### config.mk
export PLATFORM = sky130hd
export DESIGN_NAME = bus_datapath_seq
export DESIGN_NICKNAME = d
export VERILOG_FILES = /design/src/rtl/bus_datapath_seq.sv
export SDC_FILE = /design/constraint.sdc
export NUM_CORES = 2
export LEC_CHECK = 0
export ABC_CLOCK_PERIOD_IN_PS = 15650
export CELL_PAD_IN_SITES_DETAIL_PLACEMENT = 1
export CELL_PAD_IN_SITES_GLOBAL_PLACEMENT = 2
export CORE_ASPECT_RATIO = 1.2
export CORE_MARGIN = 3
export CORE_UTILIZATION = 46
export DETAILED_ROUTE_END_ITERATION = 10
export PLACE_DENSITY_LB_ADDON = 0.15
export SLEW_MARGIN = 20
export SYNTH_ARGS = -nofsm -noshare
export SYNTH_HDL_FRONTEND = slang
export SYNTH_SLANG_ARGS = --single-unit
### constraint.sdc
create_clock -name clock -period 15.65 [get_ports clock]
set_input_delay 3.13 -clock clock [delete_from_list [all_inputs] [get_ports clock]]
set_output_delay 3.13 -clock clock [all_outputs]
set_load 0.02 [all_outputs]
### src/rtl/bus_datapath_seq.sv
// rtl/bus_datapath_seq.sv - parametrised single-bus ALU datapath with built-in T3/T4/T5 micro-sequencer
module bus_datapath_seq #(
  parameter int WIDTH   = 32,
  parameter int NREGS   = 16,
  parameter bit R0_ZERO = 1'b1,
  localparam int AW     = $clog2(NREGS)
) (
  input  logic             clock,
  input  logic             clear,
  input  logic             start,
  input  logic [3:0]       opcode,
  input  logic [AW-1:0]    ra,
  input  logic [AW-1:0]    rb,
  input  logic [AW-1:0]    rc,
  input  logic             imm_sel,
  input  logic [WIDTH-1:0] imm,
  output logic             busy,
  output logic             done,
  output logic             err,
  output logic [WIDTH-1:0] result,
  output logic [WIDTH-1:0] hi,
  output logic [WIDTH-1:0] lo,
  input  logic             ext_we,
  input  logic [AW-1:0]    ext_addr,
  input  logic [WIDTH-1:0] ext_data,
  input  logic [AW-1:0]    dbg_addr,
  output logic [WIDTH-1:0] dbg_data
);

  localparam int SW = $clog2(WIDTH);

  localparam logic [3:0] OP_ADD  = 4'd0;
  localparam logic [3:0] OP_SUB  = 4'd1;
  localparam logic [3:0] OP_AND  = 4'd2;
  localparam logic [3:0] OP_OR   = 4'd3;
  localparam logic [3:0] OP_SHR  = 4'd4;
  localparam logic [3:0] OP_SHL  = 4'd5;
  localparam logic [3:0] OP_SHRA = 4'd6;
  localparam logic [3:0] OP_ROR  = 4'd7;
  localparam logic [3:0] OP_ROL  = 4'd8;
  localparam logic [3:0] OP_MUL  = 4'd9;
  localparam logic [3:0] OP_NEG  = 4'd10;
  localparam logic [3:0] OP_NOT  = 4'd11;

  typedef enum logic [1:0] {IDLE, T3, T4, T5} state_t;

  state_t             state_q, state_d;
  logic [3:0]         op_q;
  logic [AW-1:0]      ra_q, rb_q, rc_q;
  logic               isel_q;
  logic [WIDTH-1:0]   imm_q;
  logic [WIDTH-1:0]   regs_q [NREGS];
  logic [WIDTH-1:0]   y_q;
  logic [2*WIDTH-1:0] z_q, z_d;
  logic [WIDTH-1:0]   hi_q, lo_q, res_q;
  logic               done_q, err_q;

  logic                      accept, reserved, wb_en, ext_ok;
  logic [WIDTH-1:0]          rd_rb, rd_rc, b_op, alu_lo;
  logic [SW-1:0]             shamt;
  logic [2*WIDTH-1:0]        dbl;
  logic signed [2*WIDTH-1:0] y_ext, b_ext, prod;

  // R0 is hard-wired to zero on every read port when R0_ZERO is set
  assign rd_rb    = (R0_ZERO && rb_q == '0) ? '0 : regs_q[rb_q];
  assign rd_rc    = (R0_ZERO && rc_q == '0) ? '0 : regs_q[rc_q];
  assign dbg_data = (R0_ZERO && dbg_addr == '0) ? '0 : regs_q[dbg_addr];

  assign accept   = (state_q == IDLE) && start;
  assign reserved = (op_q > OP_NOT);
  assign wb_en    = (op_q <= OP_NOT) && (op_q != OP_MUL) && !(R0_ZERO && ra_q == '0);
  assign ext_ok   = ext_we && (state_q == IDLE) && !(R0_ZERO && ext_addr == '0);

  assign b_op  = isel_q ? imm_q : rd_rc;
  assign shamt = b_op[SW-1:0];
  assign dbl   = {y_q, y_q};
  assign y_ext = $signed({{WIDTH{y_q[WIDTH-1]}}, y_q});
  assign b_ext = $signed({{WIDTH{b_op[WIDTH-1]}}, b_op});
  assign prod  = y_ext * b_ext;

  assign busy   = (state_q != IDLE);
  assign done   = done_q;
  assign err    = err_q;
  assign result = res_q;
  assign hi     = hi_q;
  assign lo     = lo_q;

  // sequencer state register
  always_ff @(posedge clock) begin
    if (!clear) state_q <= IDLE;
    else        state_q <= state_d;
  end

  // sequencer next state: one fixed pass through T3, T4, T5 per accepted start
  always_comb begin
    state_d = state_q;
    case (state_q)
      IDLE:    if (start) state_d = T3;
      T3:      state_d = T4;
      T4:      state_d = T5;
      T5:      state_d = IDLE;
      default: state_d = IDLE;
    endcase
  end

  // ALU: Y op B; only MUL fills the upper half of Z, reserved opcodes yield zero
  always_comb begin
    alu_lo = '0;
    case (op_q)
      OP_ADD:  alu_lo = y_q + b_op;
      OP_SUB:  alu_lo = y_q - b_op;
      OP_AND:  alu_lo = y_q & b_op;
      OP_OR:   alu_lo = y_q | b_op;
      OP_SHR:  alu_lo = y_q >> shamt;
      OP_SHL:  alu_lo = y_q << shamt;
      OP_SHRA: alu_lo = $unsigned($signed(y_q) >>> shamt);
      OP_ROR:  alu_lo = WIDTH'(dbl >> shamt);
      OP_ROL:  alu_lo = WIDTH'((dbl << shamt) >> WIDTH);
      OP_NEG:  alu_lo = -y_q;
      OP_NOT:  alu_lo = ~y_q;
      default: alu_lo = '0;
    endcase
    z_d = {{WIDTH{1'b0}}, alu_lo};
    if (op_q == OP_MUL) z_d = prod;
  end

  // instruction register, captured only when start is accepted
  always_ff @(posedge clock) begin
    if (!clear) begin
      op_q   <= '0;
      ra_q   <= '0;
      rb_q   <= '0;
      rc_q   <= '0;
      isel_q <= 1'b0;
      imm_q  <= '0;
    end else if (accept) begin
      op_q   <= opcode;
      ra_q   <= ra;
      rb_q   <= rb;
      rc_q   <= rc;
      isel_q <= imm_sel;
      imm_q  <= imm;
    end
  end

  // register file: host writes only while idle, instruction writeback in T5
  always_ff @(posedge clock) begin
    if (!clear) begin
      for (int i = 0; i < NREGS; i++) regs_q[i] <= '0;
    end else if (ext_ok) begin
      regs_q[ext_addr] <= ext_data;
    end else if (state_q == T5 && wb_en) begin
      regs_q[ra_q] <= z_q[WIDTH-1:0];
    end
  end

  // bus transfers Y and Z plus the T5 completion outputs
  always_ff @(posedge clock) begin
    if (!clear) begin
      y_q    <= '0;
      z_q    <= '0;
      hi_q   <= '0;
      lo_q   <= '0;
      res_q  <= '0;
      done_q <= 1'b0;
      err_q  <= 1'b0;
    end else begin
      done_q <= 1'b0;
      err_q  <= 1'b0;
      if (state_q == T3) y_q <= rd_rb;
      if (state_q == T4) z_q <= z_d;
      if (state_q == T5) begin
        if (op_q == OP_MUL) begin
          hi_q <= z_q[2*WIDTH-1:WIDTH];
          lo_q <= z_q[WIDTH-1:0];
        end
        res_q  <= z_q[WIDTH-1:0];
        done_q <= 1'b1;
        err_q  <= reserved;
      end
    end
  end

endmodule

After elaboration in Yosys (flattened, before gate mapping)

Memories as Yosys holds them, arrays and structs flattened. A register that Yosys moved wholly into a read port is not among the register bits.
Cells that the tools add are included.
Widths: inputs -> output; s select.

Add/sub/neg operators: 3
Multiply operators: 1
Order comparisons: 2
Equality and inequality tests: 16
Shift-type cells: 5
Mux-type cells: 27
Bitwise logic cells: 3
Reduce and logical (&&, ||, !) cells: 20

Operator list:

| kind               | number |
|---|---|
| $pmux 32 s11       | 1 |
| $mux 32            | 6 |
| $mul 32x32->64     | 1 |
| $mux 64            | 1 |
| $reduce_or 32->1   | 2 |
| $shl 64x5->64      | 1 |
| $shr 64x5->32      | 1 |
| $add 32x32->32     | 1 |
| $and 32x32->32     | 1 |
| $neg 32->32        | 1 |
| $not 32->32        | 1 |
| $or 32x32->32      | 1 |
| $shl 32x5->32      | 1 |
| $shr 32x5->32      | 1 |
| $sshr 32x5->32     | 1 |
| $sub 32x32->32     | 1 |
| $logic_not 4->1    | 6 |
| $mux 4             | 6 |
| $eq 4x3->1 const B | 4 |
| $eq 4x4->1 const B | 4 |
| $mux 1             | 11 |
| $eq 4x2->1 const B | 2 |
| $pmux 2 s4         | 1 |
| $logic_and 1x1->1  | 6 |
| other kinds (12)   | 15 |

Bits in registers: 245
RAM bits: 512
Output and inout port bits: 131
Memories kept: 1

Memory list:

| name   | depth | width | read ports | clocked after memory_dff | wr ports | line | RTL |
|---|---|---|---|---|---|---|---|
| regs_q | 16    | 32    | 3          | 2                        | 16       | 52   | `logic [WIDTH-1:0] regs_q [NREGS];` |

Logic depth before layout (Yosys ltp)

Word-level depth: 10
Depth in mapped cells: 39

Worst setup path after synthesis

OpenSTA, ideal clock, no wires.

Path type: reg-to-reg
Start: reg (tool-made name)
End: reg z_q[60]
Arrival time: 9695 ps
Required time: 15519 ps
Slack: 5824 ps
Stages on the path, launching flop included: 34
Path buffers: 8
Period minus slack after synthesis: 9826 ps
Cells stage by stage: dfxtp_1 -> clkbuf_1 -> inv_1 -> buf_1 -> nor3_1 -> a22oi_1 -> nand2_1 -> buf_2 -> buf_2 -> buf_2 -> clkbuf_1 -> buf_1 -> nand2_1 -> fa_1 -> fa_1 -> fa_1 -> fa_1 -> inv_1 -> fa_1 -> fa_1 -> fa_1 -> fa_1 -> ha_1 -> clkbuf_1 -> and4_1 -> nand4_1 -> or3b_2 -> and4_1 -> a2111oi_0 -> o21ai_0 -> a21oi_1 -> o221ai_1 -> a221oi_1 -> o41ai_1

RTL lines:

| element              | line | RTL |
|---|---|---|
| to (signal assigned) | 171  | `if (state_q == T4) z_q <= z_d;` |
| to (decl)            | 54   | `logic [2*WIDTH-1:0] z_q, z_d;` |

==> flow_summary_export.csv <==
group,metric,value,unit
sta,worst_pin_slew,1.25,ns
drt,postRouteAntennaNets,0,
finish,area_delta_synth_final,9.65,%
critical_path,r2r-end,"z_q[60]",
floorplanning,die_x,396,um
critical_path,path_max_fanout,52,
finish,fin_util,51.0,%
pwr,power,12.3,mW
drt,firstDrtPassIters,8,
critical_path,reg2regPathDepth,27,
sta,fmax,84.0,MHz
floorplanning,fp.dieH,473,um
floorplanning,core,180000,um^2
placed_design,dp_worst_setup_slack,3.81,ns
sta,holdWs,0.459,ns
cts,root_buffer,"clkbuf_16",
placed_design,gp_congestion,1.05,
critical_path,critPathRequiredTime,16.22,ns
floorplanning,die_area,187000,um^2
global_route,overflow,0,
synthesis,yosysWarningCount,0,
sta,tns,0,ns
cts,clock_sinks,765,
drt,wire_per_inst,36.9,um
finish,layoutNonFillerInstCount,10800,
global_route,grt_util_all_layers,42.8,%
placed_design,portBuffers,223,
drt,num_vias,71200,
sta,setup_viol,0,
cts,holdBufCountCts,0,
synthesis,synth_area,83800,um^2
finish,multi_input_area,57300,um^2
finish,final_cell_area,91900,um^2
critical_path,ff2ff_setup_slack,3.75,ns
outcome,status,"finished clean",
synthesis,ys_seq_area_share,24.4,%
synthesis,synth-edff-count,512,
cts,cts.reportedPaths.clkPinSlew,0.06,ns
min_path,hp-class,"register to register",
critical_path,crit_type,"register to register",
sta,fin_crit_sh,76.1,%
drt,initialDrtViolationCount,7714,
finish,drive_above_1_share,11.7,%
cts,clock_path_buffers,3,
sta,slew_headroom,16.8,%
drt,routed_wl,399,mm
pwr,leakage,38.2,nW
critical_path,cp.arrival,12.48,ns
placed_design,place_inst,10700,
critical_path,critPathCaptureType,"register",
synthesis,async_flop_share,0,%
placed_design,dpl-instance-area,89000,um^2
synthesis,synth_top_area_share,25.9,%
min_path,min_from,"hi[31]",
global_route,grt_max_degree,80,
global_route,grt_first_pass_wirelength,569,mm
synthesis,netlist_top_cells_area,"fa_1 26%, edfxtp_1 18%, mux4_2 12%",
synthesis,yosysUniqueCellTypes,102,
cts,cts_tree,"done",
critical_path,max_stage_delay,0.91,ns
synthesis,ys_ff_latch,765,
cts,cts_resized,0,
finish,layout_commonest_cell,"inv_1",
critical_path,cp_common_cell,"fa_1",
finish,nNetsFinal,9737,
global_route,grt_pass1_vias,76600,
sta,maxSlewViolCount,0,
synthesis,yosysTopAreaCell,"fa_1",
floorplanning,pin_count,224,
synthesis,syn-instance-count,8372,
drt,viasPerCell,6.58,
synthesis,syn_area_per_cell,10.0,um^2
cts,post_cts_buffers,0,
cts,clock_latency,0.73,ns
min_path,min_to,"hi[31]",
pwr,p_per_area,134,nW/um^2
drt,route.detailed.drc,0,
sta,finClkSkew,0.0370,ns
sta,fin_crit,11.90,ns
placed_design,dpl.hpwl,292,mm
critical_path,slowest_stage,"a2111oi_1",
global_route,antenna_found_initial,28,
floorplanning,rows,170,
pwr,irDropWorstVdd,0.0000998,V
sta,layout_setup_ws,3.75,ns
floorplanning,start_util,46.5,%
sta,grt_setup_unrepaired,"no",
sta,finalHoldViolCount,0,
job,drv_cap,0,
finish,final_cell_mix,"1093 x inv_1, 1083 x fa_1, 1062 x nor2_1",
finish,ff_latch_area,20500,um^2
finish,fillers,19800,
cts,htree_levels,3,
critical_path,startpoint_type,"register",
cts,cts_buffers,80,
synthesis,synth-main-ff-cell,"edfxtp_1",
min_path,holdPathStages,2,
[power by group]
part,leakage [nW],internal (mW),switching (mW),total [mW]
logic,29.6,2.42,5.33,7.74
registers,7.33,2.29,0.248,2.54
clock network,1.29,1.08,0.937,2.02
[layout make-up]
type                       instances  share of cell area [%]
antenna                           15                  0.0409
clock buffer                     115                    2.51
clock inverter                    34                   0.395
inverter                        1109                    4.54
multi-input combinational       5903                    62.4
sequential                       765                    22.3
tap                             2408                    3.28
timing repair buffer             477                    4.53
[worst max-delay path, delay by kind of cell (launching register included)]
family	cells	cell delay, ns
mux	2	0.46
fa+ha+maj	9	4.59
buf+inv	4	1.66
flops	1	0.68
compound gates	8	3.08
simple gates	4	1.08
[worst max path at each step]
stage / endpoint / slack (ns) / depth (start not counted)
3_3_place_gp: z_q[60] / 4.00 / 26
4_1_cts: z_q[60] / 3.75 / 27
3_5_place_dp: z_q[60] / 3.81 / 27
5_1_grt: z_q[60] / 3.39 / 26
6_report: z_q[60] / 3.75 / 27
2_1_floorplan: z_q[60] / 5.82 / 33
[flip-flops by register name, indices dropped and copies added, names as in the netlist, 2 cells and up, named ones only]
name,count
result,32
state_q,2
hi,32
rc_q,4
z_q,64
rb_q,4
ra_q,4
imm_q,32
regs_q,512
op_q,4
y_q,32
lo,32
[Yosys cell counts, types with 88 or more instances]
master and number:
nand2_1 941, o22ai_1 101, o21ai_0 222, inv_1 1094
mux2i_1 153, nor2_1 1070, a21o_1 88, a21oi_1 335
xnor2_1 101, ha_1 225, mux4_2 437, and2_1 139
edfxtp_1 512, nand2b_1 89, clkbuf_1 487, fa_1 1083
dfxtp_1 253
[cell families (layout without fill, tap and decap cells)]
kind of cell	Yosys count	after routing	share of synthesized area [%]
flops	765	765	24.4
mux	603	603	13.8
xor+xnor	150	150	1.57
fa+ha+maj	1323	1323	29.4
buf+inv	1735	1735	7.96
simple gates	2548	2548	13.0
other cells	1	47	0.00448
compound gates	1247	1247	9.87
[layer usage]
layer  up-vias  track usage, %  routed length (um)
met5         -               0                  95
met4        14            28.2               32800
met3      1372            11.1               41300
met2      4561            68.7              185000
met1     37200            50.9              140000
li1      28000               -                   -
No activity file was read; power rests on OpenSTA's default activity.
